--- config.mk ---
export PLATFORM = sky130hd
export DESIGN_NAME = pixel_tap_line
export DESIGN_NICKNAME = d
export VERILOG_FILES = /design/src/rtl/video_pkg.sv /design/src/rtl/tap_fill_ctr.sv /design/src/rtl/pixel_tap_line.sv
export SDC_FILE = /design/constraint.sdc
export NUM_CORES = 1
export LEC_CHECK = 0
export ABC_CLOCK_PERIOD_IN_PS = 1340
export BUFFER_PORTS_ARGS = -buffer_cell sky130_fd_sc_hd__buf_2
export CAP_MARGIN = 10
export CORE_AREA = 2 2 158 160
export DETAILED_ROUTE_END_ITERATION = 7
export DIE_AREA = 0 0 160 162
export MAX_ROUTING_LAYER = met4
export PLACE_DENSITY = 0.75
export SYNTH_ARGS = -nofsm -noshare
export SYNTH_HDL_FRONTEND = slang
export SYNTH_SLANG_ARGS = --single-unit
export TNS_END_PERCENT = 50
--- constraint.sdc ---
create_clock -name clk -period 1.34 [get_ports clk]
set_input_delay 0.268 -clock clk [delete_from_list [all_inputs] [get_ports clk]]
set_output_delay 0.268 -clock clk [all_outputs]
set_load 0.02 [all_outputs]
--- src/rtl/video_pkg.sv ---
// Shared video datapath definitions: default pixel width, default tap count and the pixel type.
package video_pkg;

    localparam int unsigned PIX_W_DEF = 24;
    localparam int unsigned TAPS_DEF  = 11;

    typedef logic [PIX_W_DEF-1:0] pixel_t;

endpackage

--- src/rtl/tap_fill_ctr.sv ---
// Fill tracking for the tap line: saturating pixel count, line-start detection and taps_valid.
// With TAP_EDGE_REPLICATE_EN defined, also reports when a line start should load every tap.
module tap_fill_ctr
    import video_pkg::*;
#(
    parameter int unsigned TAPS = TAPS_DEF
) (
    input  logic                       clk,
    input  logic                       rst_n,
    input  logic                       flush,
    input  logic                       accept,
    input  logic                       sol,
`ifdef TAP_EDGE_REPLICATE_EN
    output logic                       load_all,
`endif
    output logic [$clog2(TAPS+1)-1:0]  fill_cnt,
    output logic                       taps_valid
);

    localparam int unsigned CNT_W = $clog2(TAPS + 1);
    localparam logic [CNT_W-1:0] FULL = CNT_W'(TAPS);

    logic [CNT_W-1:0] cnt_q, cnt_d;
    logic             valid_q;
    logic             line_start;

`ifdef TAP_EDGE_REPLICATE_EN
    localparam logic [CNT_W-1:0] START = FULL;

    // First accept after reset or flush starts a line even without sol.
    logic fresh_q;

    assign line_start = sol | fresh_q;
    assign load_all   = accept & line_start;

    always_ff @(posedge clk or negedge rst_n) begin
        if (!rst_n) begin
            fresh_q <= 1'b1;
        end else if (flush) begin
            fresh_q <= 1'b1;
        end else if (accept) begin
            fresh_q <= 1'b0;
        end
    end
`else
    localparam logic [CNT_W-1:0] START = CNT_W'(1);

    // After reset or flush the count is 0, so the first accept yields 1 with or without sol.
    assign line_start = sol;
`endif

    always_comb begin
        cnt_d = cnt_q;
        if (flush) begin
            cnt_d = '0;
        end else if (accept) begin
            if (line_start) begin
                cnt_d = START;
            end else if (cnt_q != FULL) begin
                cnt_d = cnt_q + 1'b1;
            end
        end
    end

    always_ff @(posedge clk or negedge rst_n) begin
        if (!rst_n) begin
            cnt_q   <= '0;
            valid_q <= 1'b0;
        end else begin
            cnt_q   <= cnt_d;
            valid_q <= (cnt_d == FULL);
        end
    end

    assign fill_cnt   = cnt_q;
    assign taps_valid = valid_q;

endmodule

--- src/rtl/pixel_tap_line.sv ---
// Horizontal pixel tap line: TAPS-deep shift register with parallel taps, centre tap and fill state.
// Optional edge replication on line start is enabled by defining TAP_EDGE_REPLICATE_EN.
module pixel_tap_line
    import video_pkg::*;
#(
    parameter int unsigned PIX_W = PIX_W_DEF,
    parameter int unsigned TAPS  = TAPS_DEF
) (
    input  logic                       clk,
    input  logic                       rst_n,
    input  logic [PIX_W-1:0]           pixel,
    input  logic                       pix_valid,
    input  logic                       sol,
    input  logic                       flush,
    output logic [TAPS*PIX_W-1:0]      taps,
    output logic [PIX_W-1:0]           center,
    output logic                       taps_valid,
    output logic [$clog2(TAPS+1)-1:0]  fill_cnt
);

    localparam int unsigned CTR = TAPS / 2;

    logic             accept;
    logic [PIX_W-1:0] center_q;

    // flush wins over a pixel presented in the same cycle.
    assign accept = pix_valid & ~flush;

`ifdef TAP_EDGE_REPLICATE_EN
    logic load_all;
`endif

    tap_fill_ctr #(
        .TAPS (TAPS)
    ) u_fill (
        .clk        (clk),
        .rst_n      (rst_n),
        .flush      (flush),
        .accept     (accept),
        .sol        (sol),
`ifdef TAP_EDGE_REPLICATE_EN
        .load_all   (load_all),
`endif
        .fill_cnt   (fill_cnt),
        .taps_valid (taps_valid)
    );

    for (genvar k = 0; k < TAPS; k++) begin : g_tap
        logic [PIX_W-1:0] q, d, shift_in;

        if (k == 0) begin : g_head
            assign shift_in = pixel;
        end else begin : g_body
            assign shift_in = g_tap[k-1].q;
        end

`ifdef TAP_EDGE_REPLICATE_EN
        assign d = flush ? '0 : load_all ? pixel : accept ? shift_in : q;
`else
        assign d = flush ? '0 : accept ? shift_in : q;
`endif

        always_ff @(posedge clk or negedge rst_n) begin
            if (!rst_n) begin
                q <= '0;
            end else begin
                q <= d;
            end
        end

        assign taps[k*PIX_W +: PIX_W] = q;
    end

    always_ff @(posedge clk or negedge rst_n) begin
        if (!rst_n) begin
            center_q <= '0;
        end else begin
            center_q <= g_tap[CTR].d;
        end
    end

    assign center = center_q;

endmodule

==> flow_summary.yaml <==
floorplan:
  num_rows: 57
  num_io_pins: 322
  core_um2: 24100
  chipWidth_um: 160
  die_h_um: 162
  dieArea_um2: 25900
  start_util: 0.458
power:
  vdd_drop_max_v: 0.00106
  total_leakage_power_nw: 9.50
  power.density_nw_per_um2: 1080
placement:
  io_buffers: 321
  hpwl_um: 19600
  globalplace.congestion: 0.816
clock_tree:
  cts-htree-levels: 1
  cts_buffers: 29
  clkSinkCount: 269
  clockBufferDepth: 3
  path_clk_slew_ns: 0.07
  root_buffer: "clkbuf_16"
  cts_tree: "yes"
  clock_latency_ns: 0.54
logic_synthesis:
  ys_seq_elements: 269
  yosysSeqAreaShare: 0.609
  synth_edf_count: 0
  synthFlopType: "dfrtp_1"
  syn_nets: 933
  async_flop_share: 1.00
  synth_cells: 903
  ys_types: 21
  avgSynthCellArea_um2: 12.2
  yosysWarnings: 0
  syn_area_um2: 11100
critical_path:
  critPathMaxStageDelay_ns: 0.42
  arrival_ns: 1.91
  timing_worst_setup_path_type: "reg -> reg"
  path_delay_family: "flip-flops"
  r2r_cells: 6
  slowest_stage: "dfrtp_2"
  critPathCaptureType: "register"
  r2r_start: "u_fill.fill_cnt[0]"
  reg2reg_to: "u_fill.taps_valid"
  path_max_fanout: 2
  worstSetupStartpointType: "register"
  cp_cell_sequence: "buf_6 -> ha_4 -> nand2_2 -> nor2_2 -> a221oi_2 -> and4bb_1"
  crit_buf_inv: 1
  cp.required_ns: 1.76
  startpoint: "u_fill.fill_cnt[0]"
  rrSetupSlack_ns: -0.15
route:
  drcViolationCount: 0
  vias: 8896
  drt-pass1-iter-count: 6
  wl_per_cell_um: 20.3
  totalWireLength_um: 35700
  wl_met1_um: 13700
  routed.top_layer: "met4"
  wl_met3_um: 1590
  met2RoutedLength_um: 19100
  drtIter0Drc: 573
  viasPerCell: 5.05
  ant_nets: 0
timing:
  fin_skew_ns: 0.0114
  worstMarginPinSlew_ns: 0.442
  relSlewSlack: 0.705
  min_period_ns: 1.49
  post-route-period-util: 1.11
  holdWs_ns: 0.0296
  fin_ws_ns: -0.153
  setup_viol: 247
  tns_ns: -7.53
  finalHoldViolations: 0
  max_freq_mhz: 670
  rsz0062_at_grt: "true"
  slew_viol_final: 0
layout:
  syn_to_final_growth_pct: 57.7
  diodes: 0
  layout_common_cells: "nor2_1 (267), mux2i_1 (264), buf_6 (250)"
  nNetsFinal: 1446
  fillerInstances: 1528
  final_common_cell: "nor2_1"
  drive_gt1_frac: 0.441
grt:
  grt_pass1_wl_um: 50800
  antenna_found_initial: 0
  grtUsageTotal: 0.255
  grt_pass1_vias: 8938
  grt_max_degree: 72
  grt_overflow: 0
hold_path:
  hp-start: "pixel[7]"
  hold_class: "in -> reg"
  min_delay_path_depth: 3
  holdPathEnd: "g_tap[0].q[7]"
run:
  maxCapViolCount: 0
run_status:
  status: "finished with violations"
  failed_checks: "negative setup slack"
[layer usage]
layer  vias to the layer above  GRT usage
li1                       4022          -
met1                      4493      0.313
met2                       296      0.441
met3                        85     0.0322
met4                         0     0.0893
met5                         -          -
[Yosys cell counts (all sizes together) (2+ instances only)]
library cell | number | share of area
nor2 | 269 | 0.091
a22oi | 2 | 0.0014
buf | 58 | 0.038
o21ai | 2 | 0.00091
dfrtp | 269 | 0.61
nor3 | 2 | 0.00091
clkbuf | 26 | 0.0088
mux2i | 264 | 0.24
[area by class of cell]
cell class | count | area (um2) | area share
clock buffers | 40 | 837 | 0.0480
clock inverters | 13 | 238 | 0.0136
inverters | 1 | 3.75 | 0.000215
multi-input cells | 549 | 3840 | 0.220
flip-flops and latches | 269 | 6770 | 0.388
well taps | 324 | 405 | 0.0233
repair buffers | 566 | 5340 | 0.306
[worst max path at each step]
stage,cells past startpoint,end
after CTS,2,fill_cnt[1]
after global placement,5,u_fill.taps_valid
after floorplan,5,u_fill.taps_valid
final,6,u_fill.taps_valid
after global routing,6,u_fill.taps_valid
after detailed placement,5,u_fill.taps_valid
[registers in the layout, summed over array words and instances, names as in the netlist]
signal	cells
g_tap.q	240
u_fill.taps_valid	1
g_tap.shift_in	24
u_fill.fill_cnt	4
[stage by stage]
stage                     instances  total power [mW]  utilization  instance area [um2]  setup WS, ns
after floorplan                 903              9.13            -                11100       -0.0760
after global placement         1514              9.68        0.548                13200       -0.0366
after detailed placement       1514              9.70        0.548                13200       -0.0995
after CTS                      1705              18.7        0.683                16500        -0.165
final                          1762              18.8        0.723                17400        -0.153
after global routing           1762              19.3        0.723                17400        -0.181
[repair_timing]
action	CTS	global route
hold buffers	22	0
hold endpoints to repair	56	0
gates resized for setup	363	168
pin swaps	5	0
endpoints found under the setup margin	295	296
buffers inserted	116	57
cloned	0	0
[power by group]
part	switching, mW	internal [mW]	total (mW)	leakage [nW]
Sequential	0.0947	8.21	8.30	3.68
Combinational	0.847	0.710	1.56	5.29
Clock	3.36	5.53	8.89	0.529
Total	4.30	14.5	18.8	9.50
[tightest hold or removal path: stages]
cell	delay, ns
buf_2	0.08
mux2i_1	0.07
nor2_1	0.10
[cell families (layout without fill, tap and decap cells)]
logic type / Yosys count / after routing / share of synthesized area
flops: 269 / 269 / 0.609
mux: 264 / 264 / 0.239
buf+inv: 85 / 620 / 0.0470
simple gates: 279 / 279 / 0.101
compound gates: 5 / 5 / 0.00306
fa+ha+maj: 1 / 1 / 0.00113
(Power assumes the default switching activity.)
